$ cat config.mk
export PLATFORM = sky130hd
export DESIGN_NAME = game_state_ctrl
export DESIGN_NICKNAME = d
export VERILOG_FILES = /design/src/rtl/game_state_ctrl.sv
export SDC_FILE = /design/constraint.sdc
export NUM_CORES = 1
export LEC_CHECK = 0
export BUFFER_PORTS_ARGS = -buffer_cell sky130_fd_sc_hd__clkbuf_2
export CAP_MARGIN = 30
export CELL_PAD_IN_SITES_DETAIL_PLACEMENT = 1
export CELL_PAD_IN_SITES_GLOBAL_PLACEMENT = 2
export CORE_MARGIN = 5
export CORE_UTILIZATION = 34
export DETAILED_ROUTE_END_ITERATION = 6
export PLACE_DENSITY = 0.78
export SLEW_MARGIN = 20
export SYNTH_ARGS = -nofsm -noshare
export SYNTH_HDL_FRONTEND = slang
export SYNTH_SLANG_ARGS = --single-unit
$ cat constraint.sdc
create_clock -name frame_clk -period 3.5 [get_ports frame_clk]
set_clock_uncertainty 0.05 [all_clocks]
set_input_delay 0.525 -clock frame_clk [delete_from_list [all_inputs] [get_ports frame_clk]]
set_output_delay 0.525 -clock frame_clk [all_outputs]
set_load 0.02 [all_outputs]
$ cat src/rtl/game_state_ctrl.sv
// Frame-rate game supervisor: ATTRACT/PLAY/PAUSE/DYING/OVER sequencing, climb-based
// scoring with high score, and restart/freeze control of the player block.
module game_state_ctrl #(
  parameter int         START_Y      = 460,
  parameter int         Y_MAX        = 479,
  parameter int         SCORE_SHIFT  = 3,
  parameter int         DEATH_FRAMES = 60,
  parameter logic [7:0] KEY_START    = 8'h2C,
  parameter logic [7:0] KEY_PAUSE    = 8'h13
) (
  input  logic        Reset,
  input  logic        frame_clk,
  input  logic [7:0]  keycode,
  input  logic [10:0] BallY,
  input  logic        gg,
  output logic [1:0]  game_state,
  output logic        ball_reset,
  output logic        freeze,
  output logic [15:0] score,
  output logic [15:0] high_score
);

  localparam int CNT_W = (DEATH_FRAMES > 1) ? $clog2(DEATH_FRAMES) : 1;
  localparam logic [CNT_W-1:0] LAST_DEATH = CNT_W'(DEATH_FRAMES - 1);

  typedef enum logic [2:0] {
    S_ATTRACT, S_PLAY, S_PAUSE, S_DYING, S_OVER
  } state_t;

  state_t           state;
  logic [7:0]       key_prev;
  logic [9:0]       best_y;
  logic [19:0]      height;
  logic [CNT_W-1:0] death_cnt;
  logic             armed;

  logic [9:0]  y;
  logic        climb;
  logic [9:0]  diff;
  logic [20:0] sum;
  logic [19:0] height_next;
  logic [19:0] score_full;
  logic [15:0] score_next;
  logic        start_ev;
  logic        pause_ev;
  logic        unused_bally_msb;

  assign y                = BallY[9:0];
  assign unused_bally_msb = BallY[10];

  // The guard makes best_y - y strictly positive, so the 10-bit difference never wraps.
  assign climb       = (y <= 10'(Y_MAX)) && (y < best_y);
  assign diff        = best_y - y;
  assign sum         = {1'b0, height} + {11'd0, diff};
  assign height_next = climb ? (sum[20] ? 20'hFFFFF : sum[19:0]) : height;
  assign score_full  = height_next >> SCORE_SHIFT;
  assign score_next  = (score_full > 20'h0FFFF) ? 16'hFFFF : score_full[15:0];

  // A held key never restarts a game: start needs a fresh press while armed.
  assign start_ev = (keycode == KEY_START) && (key_prev != KEY_START) && armed;
  assign pause_ev = (keycode == KEY_PAUSE) && (key_prev != KEY_PAUSE);

  // NOTE: every register here, including outputs, uses non-blocking assignment so all
  // updates take the values sampled at the same edge; later assignments override earlier.
  always_ff @(posedge frame_clk or posedge Reset) begin
    if (Reset) begin
      state      <= S_ATTRACT;
      game_state <= 2'd0;
      ball_reset <= 1'b1;
      freeze     <= 1'b1;
      score      <= 16'd0;
      high_score <= 16'd0;
      key_prev   <= 8'd0;
      best_y     <= 10'(START_Y);
      height     <= 20'd0;
      death_cnt  <= '0;
      armed      <= 1'b0;
    end else begin
      key_prev <= keycode;
      if (keycode == 8'd0) armed <= 1'b1;

      case (state)
        S_ATTRACT, S_OVER: begin
          if (start_ev) begin
            state      <= S_PLAY;
            armed      <= 1'b0;
            game_state <= 2'd1;
            ball_reset <= 1'b1;
            freeze     <= 1'b0;
            best_y     <= 10'(START_Y);
            height     <= 20'd0;
            score      <= 16'd0;
          end
        end

        S_PLAY: begin
          ball_reset <= 1'b0;
          height     <= height_next;
          score      <= score_next;
          if (climb) best_y <= y;
          if (gg) begin
            state      <= S_DYING;
            armed      <= 1'b0;
            game_state <= 2'd2;
            freeze     <= 1'b0;
            death_cnt  <= '0;
          end else if (pause_ev) begin
            state      <= S_PAUSE;
            armed      <= 1'b0;
            game_state <= 2'd2;
            freeze     <= 1'b1;
          end
        end

        S_PAUSE: begin
          if (pause_ev) begin
            state      <= S_PLAY;
            armed      <= 1'b0;
            game_state <= 2'd1;
            freeze     <= 1'b0;
            ball_reset <= 1'b0;
          end
        end

        S_DYING: begin
          death_cnt <= death_cnt + CNT_W'(1);
          if (death_cnt == LAST_DEATH) begin
            state      <= S_OVER;
            armed      <= 1'b0;
            game_state <= 2'd3;
            freeze     <= 1'b1;
            ball_reset <= 1'b1;
            if (score > high_score) high_score <= score;
          end
        end

        default: state <= S_ATTRACT;
      endcase
    end
  end

endmodule

==> flow_summary.ini <==
[pwr]
power_frac_seq = 0.298
p_int_w = 0.00260
pwr-share-comb = 0.493
p_leak_nw = 3.25
power.net_switching_w = 0.00177
power.density_mw_per_mm2 = 647
p_clk_frac = 0.209
ir_drop_mv = 0.307
switching_share = 0.405

[critical_path]
rrSetupSlack_ps = -140
crit_path_max_fanout = 9
rr_worst_depth = 16
timing.rr.start = best_y[2]
critPathLaunch = best_y[2]
crit_path_start_kind = flip-flop
required_ps = 3670
arrival_ps = 3820
crit_type = flip-flop to flip-flop
endpoint_kind = flip-flop
r2r-end = score[15]

[timing]
fin_crit_ps = 3640
worst_slew_pin_slew_ps = 826
final_max_slew_viol_count = 0
final_hold_viol_count = 0
setup_viol = 27
fmax_mhz = 275
final.setup.worst_slack_ps = -141
rsz0062_at_grt = yes
relSlewSlack = 0.447
hold_slack_ps = 218
post-route-period-util = 1.04

[cells_and_area]
syn2layout_area_growth_pct = 29.6
layout.nets = 738
n_fill_cell = 1750
layout_common_cells = 77 x dfrtp_1, 72 x nand2_1, 63 x buf_4
antenna_cells = 0
final_common_cell = dfrtp_1
drive_gt1_frac = 0.321

[drt]
route.detailed.drc = 0
first_iter_violations = 196
finalWirelength_mm = 15.5
first_pass_iters = 4
routedWlPerCell_microns = 17.8
vias = 4747
postRouteAntennaNets = 0
viasPerCell = 5.47

[clock_network]
cts.sink_count = 84
cts_buffers = 9
cts_tree = done
clock_latency_ps = 350
h-tree-depth = 3
hold_buffers = 0
clock_tree.buffer_depth = 2
path_clk_slew_ps = 70
clock-root-buffer = clkbuf_16

[synthesis]
synth_flop_cell = dfrtp_1
synth_edf_count = 0
ys_types = 68
syn-num-nets = 614
syn_inst = 551
ys_seq_area_frac = 0.404
syn_area_per_cell_sq_um = 9.48
yosys_warnings = 0
syn_area_sq_mm = 0.00522
async_flop_share = 1.00
synth-seq-cells = 84

[min_path]
hp-class = primary input to asynchronous set/reset pin

[floorplan]
coreArea_sq_mm = 0.0151
std_cell_rows = 45
die_x_microns = 134
die_area_sq_mm = 0.0179
start_util = 0.345
io_pins = 58
die_h_microns = 134

[grt]
grt_pass1_wl_mm = 25.7
grt_antenna_before_repair = 0
grt_pass1_vias = 5019
track_usage = 0.175
grt-ovfl-total = 0
grt_max_degree = 47

[run_status]
violations = setup timing
status = finished with violations

[job]
max-cap-violations = 0

[place]
port_buffers = 56
hpwlAfterDp_mm = 11.5
routabilityCongestion = 0.826
place_ws_ps = -585
## worst max path at each step
| stage | to | slack (ps) | cells after the start |
|---|---|---|---|
| after floorplan | score[7] | -160 | 17 |
| after global placement | score[7] | -420 | 19 |
| after detailed placement | score[7] | -580 | 19 |
| after CTS | score[15] | -70 | 16 |
| after global routing | score[1] | -310 | 20 |
| final | score[15] | -140 | 16 |
## flip-flops by register name, summed over array words and instances (netlist names)
name and cells:
armed 1, ball_reset 1, best_y 10, death_cnt 6
freeze 1, game_state 2, height 20, high_score 16
key_prev 8, score 16, state 3
## stage by stage
step	power (W)	utilization	std cells	setup TNS [ps]	area, sq um
6_report	0.00438	0.447	868	-2160	6770
5_1_grt	0.00468	0.447	868	-7750	6770
4_1_cts	0.00428	0.433	858	-978	6560
3_5_place_dp	0.00326	0.409	838	-17100	6190
3_3_place_gp	0.00318	0.409	838	-10820	6190
2_1_floorplan	0.00254	-	551	-796	5280
## power groups by stage
stage / sequential, W / clock (W) / combinational (W)
final: 0.00130 / 0.000913 / 0.00216
after global routing: 0.00133 / 0.000982 / 0.00237
after CTS: 0.00130 / 0.000940 / 0.00203
after detailed placement: 0.00132 / 0 / 0.00195
after global placement: 0.00130 / 0 / 0.00187
after floorplan: 0.00133 / 0 / 0.00121
## critical path, cell delays in order, from the launching register on
cell      delay, ps
dfstp_2         550
ha_4            220
nor2b_4         130
o31a_1          250
o21a_1          190
nor2_2          130
o21bai_1         70
a21oi_1         180
xnor2_1          90
ha_1            350
and3_1          210
a31o_4          180
o211ai_1        100
buf_4           200
o311a_1         340
nor2_2          140
nand4_1         120
## layout make-up
| class | instances | area (sq um) | share of cell area |
|---|---|---|---|
| Multi-Input combinational cell | 416 | 3090 | 0.457 |
| Sequential cell | 84 | 2110 | 0.312 |
| Timing Repair Buffer | 129 | 920 | 0.136 |
| Tap cell | 188 | 235 | 0.0348 |
| Clock buffer | 10 | 229 | 0.0338 |
| Inverter | 35 | 133 | 0.0196 |
| Clock inverter | 6 | 47.5 | 0.00703 |
## logic make-up (layout without fill, tap and decap cells)
group	Yosys count	in the layout	synth area share
simple gates	204	204	0.190
compound gates	138	138	0.191
mux	20	20	0.0505
xor+xnor	13	13	0.0218
fa+ha+maj	41	41	0.101
buf+inv	51	180	0.0417
flops	84	84	0.404
## repair_timing
item | CTS | global route
hold endpoints to repair | 0 | 0
cloned | 0 | 2
buffers inserted | 4 | 8
resized for setup | 19 | 25
pin swaps | 15 | 8
endpoints found under the setup margin | 35 | 36
## metal layers
| layer | track usage | vias to the layer above | part of all wire |
|---|---|---|---|
| met3 | 0.0289 | 15 | 0.030 |
| met1 | 0.229 | 2389 | 0.46 |
| met4 | 0.0486 | 0 | 0.012 |
| li1 | - | 2272 | - |
| met5 | 0 | - | 0 |
| met2 | 0.300 | 71 | 0.50 |
## cells in the mapped netlist, drive strengths merged, types with 6 or more instances
cell type  number  area share
dfrtp          77        0.37
nand2          74       0.053
ha             39       0.093
o21ai          38       0.039
inv            35       0.025
nor2           34       0.024
nand4          24       0.029
a21oi          20       0.020
nand3          19       0.018
mux2           18       0.047
nor3           16       0.015
a31oi          10       0.012
xnor2          10       0.017
buf             9       0.011
o211ai          9       0.015
o21a            9       0.013
clkbuf          7      0.0050
dfstp           7       0.035
a21o            6      0.0086
and2            6      0.0072
o21bai          6      0.0086
No activity file was read; power rests on OpenSTA's default activity.
